`config.mk`:
```
export PLATFORM = sky130hd
export DESIGN_NAME = intt16_seq_flat
export DESIGN_NICKNAME = d
export VERILOG_FILES = /design/src/rtl/intt16_if.sv /design/src/rtl/intt16_seq.sv /design/src/flat_wrapper.sv
export SDC_FILE = /design/constraint.sdc
export NUM_CORES = 2
export LEC_CHECK = 0
export BUFFER_PORTS_ARGS = -buffer_cell sky130_fd_sc_hd__buf_2
export CAP_MARGIN = 10
export CORE_MARGIN = 5
export CORE_UTILIZATION = 49
export CTS_CLUSTER_SIZE = 10
export DETAILED_ROUTE_END_ITERATION = 8
export GPL_TIMING_DRIVEN = 0
export PLACE_DENSITY = 0.61
export SYNTH_ARGS = -nofsm -noshare
export SYNTH_HDL_FRONTEND = slang
export SYNTH_SLANG_ARGS = --single-unit
export TNS_END_PERCENT = 1
```
`constraint.sdc`:
```
create_clock -name clk -period 52.1 [get_ports clk]
set_clock_uncertainty 0.1 [all_clocks]
set_input_delay 13.025 -clock clk [delete_from_list [all_inputs] [get_ports clk]]
set_output_delay 13.025 -clock clk [all_outputs]
set_load 0.02 [all_outputs]
```
`src/rtl/intt16_if.sv`:
```
// Stream bundle for the 16-point inverse NTT: coefficient input port, twiddle
// parameters, and the indexed result output port.
interface intt16_if #(
    parameter int W = 8
);
    logic         in_valid;
    logic         in_ready;
    logic [W-1:0] in_data;
    logic [W-1:0] q;
    logic [W-1:0] w_inv;
    logic [W-1:0] n_inv;
    logic         out_valid;
    logic         out_ready;
    logic [W-1:0] out_data;
    logic [3:0]   out_idx;
    logic         busy;

    modport master (
        output in_valid, in_data, q, w_inv, n_inv, out_ready,
        input  in_ready, out_valid, out_data, out_idx, busy
    );

    modport slave (
        input  in_valid, in_data, q, w_inv, n_inv, out_ready,
        output in_ready, out_valid, out_data, out_idx, busy
    );
endinterface

```
`src/rtl/intt16_seq.sv`:
```
// Sequential 16-point inverse NTT: loads 16 coefficients, runs one modular MAC per
// cycle (16 MACs + 1 scale per output row), then streams the 16 results out.
module intt16_seq #(
    parameter int N = 16,
    parameter int W = 8
) (
    input  logic     clk,
    input  logic     rst,
    intt16_if.slave  bus
);
    localparam logic [1:0] ST_LOAD    = 2'd0;
    localparam logic [1:0] ST_COMPUTE = 2'd1;
    localparam logic [1:0] ST_FINISH  = 2'd2;
    localparam logic [1:0] ST_OUTPUT  = 2'd3;
    localparam logic [3:0] LAST       = 4'(N - 1);
    localparam logic [4:0] SCALE_COL  = 5'(N);
    localparam int         CW         = 2 * W;

    logic [1:0]   state_q, state_d;
    logic [3:0]   load_cnt_q, load_cnt_d;
    logic [4:0]   col_q, col_d;
    logic [3:0]   row_q, row_d;
    logic [3:0]   k_q, k_d;
    logic [W-1:0] mod_q, mod_d;
    logic [W-1:0] winv_q, winv_d;
    logic [W-1:0] ninv_q, ninv_d;
    logic [W-1:0] acc_q, acc_d;
    logic [W-1:0] tw_q, tw_d;
    logic [W-1:0] step_q, step_d;
    logic         in_ready_q, in_ready_d;
    logic         out_valid_q, out_valid_d;
    logic         busy_q, busy_d;
    logic [W-1:0] a_q   [16];
    logic [W-1:0] a_d   [16];
    logic [W-1:0] res_q [16];
    logic [W-1:0] res_d [16];

    // A zero modulus is replaced by 1 so the divider never sees 0; x % 1 is 0,
    // which gives the required all-zero output for q < 2.
    function automatic logic [W-1:0] mod_red(input logic [CW-1:0] x, input logic [W-1:0] m);
        logic [CW-1:0] div;
        logic [CW-1:0] r;
        div = (m == '0) ? CW'(1) : {{W{1'b0}}, m};
        r   = x % div;
        return r[W-1:0];
    endfunction

    logic [W-1:0]  beat_mod;
    logic [W-1:0]  in_red;
    logic [W-1:0]  winv_red;
    logic [W-1:0]  ninv_red;
    logic [W-1:0]  a_cur;
    logic [CW-1:0] mac_sum;
    logic [W-1:0]  mac_acc;
    logic [W-1:0]  tw_next;
    logic [W-1:0]  scaled;
    logic [W-1:0]  step_next;

    // Beat 0 must be reduced by the modulus arriving alongside it, not the stale register.
    assign beat_mod  = (load_cnt_q == 4'd0) ? bus.q : mod_q;
    assign in_red    = mod_red(CW'(bus.in_data), beat_mod);
    assign winv_red  = mod_red(CW'(bus.w_inv), bus.q);
    assign ninv_red  = mod_red(CW'(bus.n_inv), bus.q);

    assign a_cur     = a_q[col_q[3:0]];
    assign mac_sum   = CW'(acc_q) + CW'(a_cur) * CW'(tw_q);
    assign mac_acc   = mod_red(mac_sum, mod_q);
    assign tw_next   = mod_red(CW'(tw_q) * CW'(step_q), mod_q);
    assign scaled    = mod_red(CW'(acc_q) * CW'(ninv_q), mod_q);
    assign step_next = mod_red(CW'(step_q) * CW'(winv_q), mod_q);

    always_comb begin
        state_d     = state_q;
        load_cnt_d  = load_cnt_q;
        col_d       = col_q;
        row_d       = row_q;
        k_d         = k_q;
        mod_d       = mod_q;
        winv_d      = winv_q;
        ninv_d      = ninv_q;
        acc_d       = acc_q;
        tw_d        = tw_q;
        step_d      = step_q;
        in_ready_d  = in_ready_q;
        out_valid_d = out_valid_q;
        busy_d      = busy_q;
        a_d         = a_q;
        res_d       = res_q;

        case (state_q)
            ST_LOAD: begin
                in_ready_d = 1'b1;
                if (bus.in_valid && in_ready_q) begin
                    a_d[load_cnt_q] = in_red;
                    if (load_cnt_q == 4'd0) begin
                        mod_d  = bus.q;
                        winv_d = winv_red;
                        ninv_d = ninv_red;
                    end
                    if (load_cnt_q == LAST) begin
                        load_cnt_d = 4'd0;
                        state_d    = ST_COMPUTE;
                        in_ready_d = 1'b0;
                        busy_d     = 1'b1;
                        row_d      = 4'd0;
                        col_d      = 5'd0;
                        acc_d      = '0;
                        tw_d       = W'(1);
                        step_d     = W'(1);
                    end else begin
                        load_cnt_d = load_cnt_q + 4'd1;
                    end
                end
            end
            ST_COMPUTE: begin
                if (col_q == SCALE_COL) begin
                    res_d[row_q] = scaled;
                    step_d       = step_next;
                    acc_d        = '0;
                    tw_d         = W'(1);
                    col_d        = 5'd0;
                    if (row_q == LAST) begin
                        state_d = ST_FINISH;
                    end else begin
                        row_d = row_q + 4'd1;
                    end
                end else begin
                    acc_d = mac_acc;
                    tw_d  = tw_next;
                    col_d = col_q + 5'd1;
                end
            end
            ST_FINISH: begin
                // One settling cycle after the final scale write before results are presented.
                state_d     = ST_OUTPUT;
                out_valid_d = 1'b1;
                k_d         = 4'd0;
            end
            ST_OUTPUT: begin
                if (bus.out_ready) begin
                    if (k_q == LAST) begin
                        state_d     = ST_LOAD;
                        out_valid_d = 1'b0;
                        busy_d      = 1'b0;
                        in_ready_d  = 1'b1;
                        k_d         = 4'd0;
                    end else begin
                        k_d = k_q + 4'd1;
                    end
                end
            end
            default: state_d = ST_LOAD;
        endcase
    end

    always_ff @(posedge clk) begin
        if (rst) begin
            state_q     <= ST_LOAD;
            load_cnt_q  <= 4'd0;
            col_q       <= 5'd0;
            row_q       <= 4'd0;
            k_q         <= 4'd0;
            mod_q       <= '0;
            winv_q      <= '0;
            ninv_q      <= '0;
            acc_q       <= '0;
            tw_q        <= '0;
            step_q      <= '0;
            in_ready_q  <= 1'b0;
            out_valid_q <= 1'b0;
            busy_q      <= 1'b0;
            for (int i = 0; i < 16; i++) begin
                a_q[i]   <= '0;
                res_q[i] <= '0;
            end
        end else begin
            state_q     <= state_d;
            load_cnt_q  <= load_cnt_d;
            col_q       <= col_d;
            row_q       <= row_d;
            k_q         <= k_d;
            mod_q       <= mod_d;
            winv_q      <= winv_d;
            ninv_q      <= ninv_d;
            acc_q       <= acc_d;
            tw_q        <= tw_d;
            step_q      <= step_d;
            in_ready_q  <= in_ready_d;
            out_valid_q <= out_valid_d;
            busy_q      <= busy_d;
            for (int i = 0; i < 16; i++) begin
                a_q[i]   <= a_d[i];
                res_q[i] <= res_d[i];
            end
        end
    end

    assign bus.in_ready  = in_ready_q;
    assign bus.out_valid = out_valid_q;
    assign bus.out_data  = out_valid_q ? res_q[k_q] : '0;
    assign bus.out_idx   = k_q;
    assign bus.busy      = busy_q;
endmodule
```
`src/flat_wrapper.sv`:
```
// flat-port wrapper written by rule: the top's interface ports become plain ports
module intt16_seq_flat 
#(
    parameter int N = 16,
    parameter int W = 8
)
  (clk, rst, bus_in_valid, bus_in_data, bus_q, bus_w_inv, bus_n_inv, bus_out_ready, bus_in_ready, bus_out_valid, bus_out_data, bus_out_idx, bus_busy);
  intt16_if #(.W(W)) bus_i ();
  input  logic clk;
  input  logic rst;
  input wire logic [$bits(bus_i.in_valid)-1:0] bus_in_valid;
  input wire logic [$bits(bus_i.in_data)-1:0] bus_in_data;
  input wire logic [$bits(bus_i.q)-1:0] bus_q;
  input wire logic [$bits(bus_i.w_inv)-1:0] bus_w_inv;
  input wire logic [$bits(bus_i.n_inv)-1:0] bus_n_inv;
  input wire logic [$bits(bus_i.out_ready)-1:0] bus_out_ready;
  output wire logic [$bits(bus_i.in_ready)-1:0] bus_in_ready;
  output wire logic [$bits(bus_i.out_valid)-1:0] bus_out_valid;
  output wire logic [$bits(bus_i.out_data)-1:0] bus_out_data;
  output wire logic [$bits(bus_i.out_idx)-1:0] bus_out_idx;
  output wire logic [$bits(bus_i.busy)-1:0] bus_busy;
  assign bus_i.in_valid = bus_in_valid;
  assign bus_i.in_data = bus_in_data;
  assign bus_i.q = bus_q;
  assign bus_i.w_inv = bus_w_inv;
  assign bus_i.n_inv = bus_n_inv;
  assign bus_i.out_ready = bus_out_ready;
  assign bus_in_ready = bus_i.in_ready;
  assign bus_out_valid = bus_i.out_valid;
  assign bus_out_data = bus_i.out_data;
  assign bus_out_idx = bus_i.out_idx;
  assign bus_busy = bus_i.busy;
  intt16_seq #(.N(N), .W(W)) u_core (.clk(clk), .rst(rst), .bus(bus_i));
endmodule
```
==> impl_metrics.toml <==
[outcome]
status = "finished, final reports clean"

[worst_setup_path]
cp.required_ps = 52470
critPathLaunchType = "input port"
crit_arrival_ps = 49710
path_delay_family = "compound AO/OA/AOI/OAI gates"
path_buf_inv = 14
crit_slowest_cell = "nor3_1"
critPathMaxFanout = 14
end_kind = "flip-flop"
crit_path_frequent_cell = "o21a_1"
crit_type = "in -> reg"
cpPeakStageDelay_ps = 890

[logic_synthesis]
synth_top_area_share_pct = 18.16
postSynth.asyncResetShare_pct = 0
synth_area_leaders = "ha_1 18%, dfxtp_1 11%, fa_1 5.3%"
ys_ff_latch = 326
ys_warn_count = 0
synth.yosys.seq_area_share_pct = 10.94
syn_area_per_cell_um2 = 7.832
synth_ff_type = "dfxtp_1"
synth_edf_count = 0
yosys.area.top_type = "ha_1"
synthCells = 7616
synth_cell_types = 123
syn_area_um2 = 59650

[place]
dp_slack_ps = 2535
port_buffers = 49
hpwl_um = 137100
gp_congestion = 0.8864

[drt]
drc = 0
wl_um = 172700
drt_iter0_markers = 3493
firstDrtPassIters = 6
post_drt_wl_per_cell_um = 18.39
via_count = 56580
ant_nets = 0
routed_via_density = 6.023

[clocking]
clk_pin_slew_ps = 50
clock-sinks = 326
cts_buffers = 40
root_buffer = "clkbuf_16"
clock_path_buffers = 3
htreeDepth = 2
clk_latency_ps = 570
cts-resized-gates = 0
ctsHoldBuffers = 0
cts_tree = "done"
postCtsSetupRepairBufs = 0

[die]
row_count = 128
die_w_um = 358.9
die_h_um = 358.9
core_um2 = 121400
dieArea_um2 = 128800
pin_count = 51
initial_core_util_pct = 49.14

[cells_and_area]
fillers = 11950
fin_nets = 8807
final_core_util_pct = 52.37
area_delta_synth_final_pct = 6.569
drive_gt1_share_pct = 7.615

[grt]
grt_pass1_wl_um = 278400
grt_use_total_pct = 25.39
grt_remaining_overflow = 0
grt_max_degree = 53
grt_pass1_vias = 53560
antenna_found_initial = 8

[sta]
drv_slew = 0
worst_slew_pin_slew_ps = 1281
finalSetupTns_ps = 0
relSlewSlack_pct = 13.79
period_share_pct = 94.69
rsz0062_at_grt = "false"
min_period_ps = 49340
setup_slack_ps = 2764
final_hold_viol_count = 0
setup_viol_count_final = 0
fmax_ghz = 0.02027

[run]
drv_cap = 0

[min_path]
hold_class = "reg -> reg"
==> per-stage QoR <==
step           std cells  cell area (µm²)  hold WS [ps]
2_1_floorplan       7639            59740         328.8
3_3_place_gp        9313            62020         344.8
3_5_place_dp        9328            62340         363.1
4_1_cts             9385            63530         370.0
5_1_grt             9392            63570         386.0
6_report            9393            63570         372.4
==> placed cells by master (no fill, tap or decap), types with 18 or more instances in the layout <==
master / netlist / routed
nor2_1: 828 / 827
mux2i_1: 164 / 163
ha_1: 866 / 866
or4_1: 18 / 18
xor2_1: 120 / 120
a211oi_1: 285 / 285
dfxtp_1: 326 / 326
a21boi_0: 28 / 28
o31a_1: 24 / 24
nand2b_1: 123 / 123
a21o_1: 162 / 162
a31oi_1: 39 / 39
or3_1: 66 / 66
nand2_1: 584 / 584
o211ai_1: 73 / 73
o21ai_0: 304 / 304
conb_1: 1 / 24
o31ai_1: 128 / 128
xnor2_1: 180 / 180
fa_1: 159 / 159
and3_1: 42 / 42
o21a_1: 372 / 372
mux4_2: 80 / 80
o22ai_1: 27 / 27
clkbuf_1: 200 / 208
nor2b_1: 71 / 71
nor4_1: 32 / 32
a21oi_1: 388 / 383
o21bai_1: 32 / 32
or2_2: 49 / 49
nand4_1: 61 / 61
mux2_2: 167 / 167
and2_1: 217 / 217
buf_2: 36 / 86
clkbuf_16: 0 / 40
nand3b_1: 23 / 23
a211o_1: 24 / 24
nor3_1: 403 / 403
inv_1: 384 / 374
nand3_1: 92 / 92
==> cell usage after synthesis, types with 49 or more instances <==
| master | number |
|---|---|
| a21o_1 | 162 |
| nand2_1 | 584 |
| and2_1 | 217 |
| nor3_1 | 403 |
| xnor2_1 | 180 |
| mux2_2 | 167 |
| a21oi_1 | 388 |
| o211ai_1 | 73 |
| o21a_1 | 372 |
| or2_2 | 49 |
| mux2i_1 | 164 |
| nand2b_1 | 123 |
| fa_1 | 159 |
| inv_1 | 384 |
| dfxtp_1 | 326 |
| ha_1 | 866 |
| clkbuf_1 | 200 |
| or3_1 | 66 |
| o31ai_1 | 128 |
| nor2b_1 | 71 |
| nand4_1 | 61 |
| mux4_2 | 80 |
| xor2_1 | 120 |
| nor2_1 | 828 |
| nand3_1 | 92 |
| a211oi_1 | 285 |
| o21ai_0 | 304 |
==> worst min-delay path, cell delays in order (launching register included) <==
cell and delay, ps:
dfxtp_1 300, nand2b_1 60, mux2i_1 60
==> logic make-up after synthesis <==
logic type | share of synthesized area (%)
other | 0.006286
muxes | 8.967
AOI/OAI and AO/OA | 26.19
buffers and inverters | 4.222
and+or+nand+nor | 21.70
xor gates and xnor gates | 4.405
DFF | 10.94
adders and majority gates | 23.57
==> final timing paths <==
kind / startpoint / end / slack, ps / cells past startpoint
worst min-delay path: u_core.res_q[50]$_SDFFE_PP0P_ / u_core.res_q[50]$_SDFFE_PP0P_ / 370 / 2
worst min register to register: u_core.res_q[50]$_SDFFE_PP0P_ / u_core.res_q[50]$_SDFFE_PP0P_ / 370 / 2
worst max-delay path: bus_q[4] / u_core.a_q[120]$_SDFFE_PP0P_ / 2760 / 144
worst max register to register: u_core.col_q[0]$_SDFFE_PP0P_ / u_core.acc_q[6]$_SDFFE_PP0P_ / 8650 / 167
==> per-layer routing <==
layer	part of all wire, %	GRT usage (%)	routed length, µm	vias to the layer above
met3	3.6	1.530	6254	181
met5	0	0	0	-
met1	47	34.51	81720	26870
met2	46	44.09	80180	985
met4	2.7	6.273	4587	0
li1	-	-	-	28540
==> sequential cells by signal, summed over array words and instances (netlist names), 2 cells and up <==
signal / flops
u_core.acc_q: 8
u_core.step_q: 8
u_core.state_q: 2
u_core.a_q: 128
u_core.ninv_q: 8
u_core.tw_q: 8
u_core.winv_q: 8
u_core.load_cnt_q: 4
u_core.row_q: 4
u_core.res_q: 128
u_core.col_q: 5
u_core.mod_q: 8
u_core.bus.out_idx: 4
==> layout make-up <==
type	instances	area, µm²	area share, %
multi-input cells	6670	50720	79.78
flip-flops and latches	326	6526	10.27
well taps	1625	2033	3.198
inverters	385	1463	2.301
plain buffers	258	1074	1.689
clock buffers	51	1072	1.687
repair buffers	65	556.8	0.8758
clock inverters	6	110.1	0.1732
diodes	7	17.52	0.02755
Power is not shown: default switching activity piles up to over one toggle a cycle in this logic, so the estimate is an artifact.
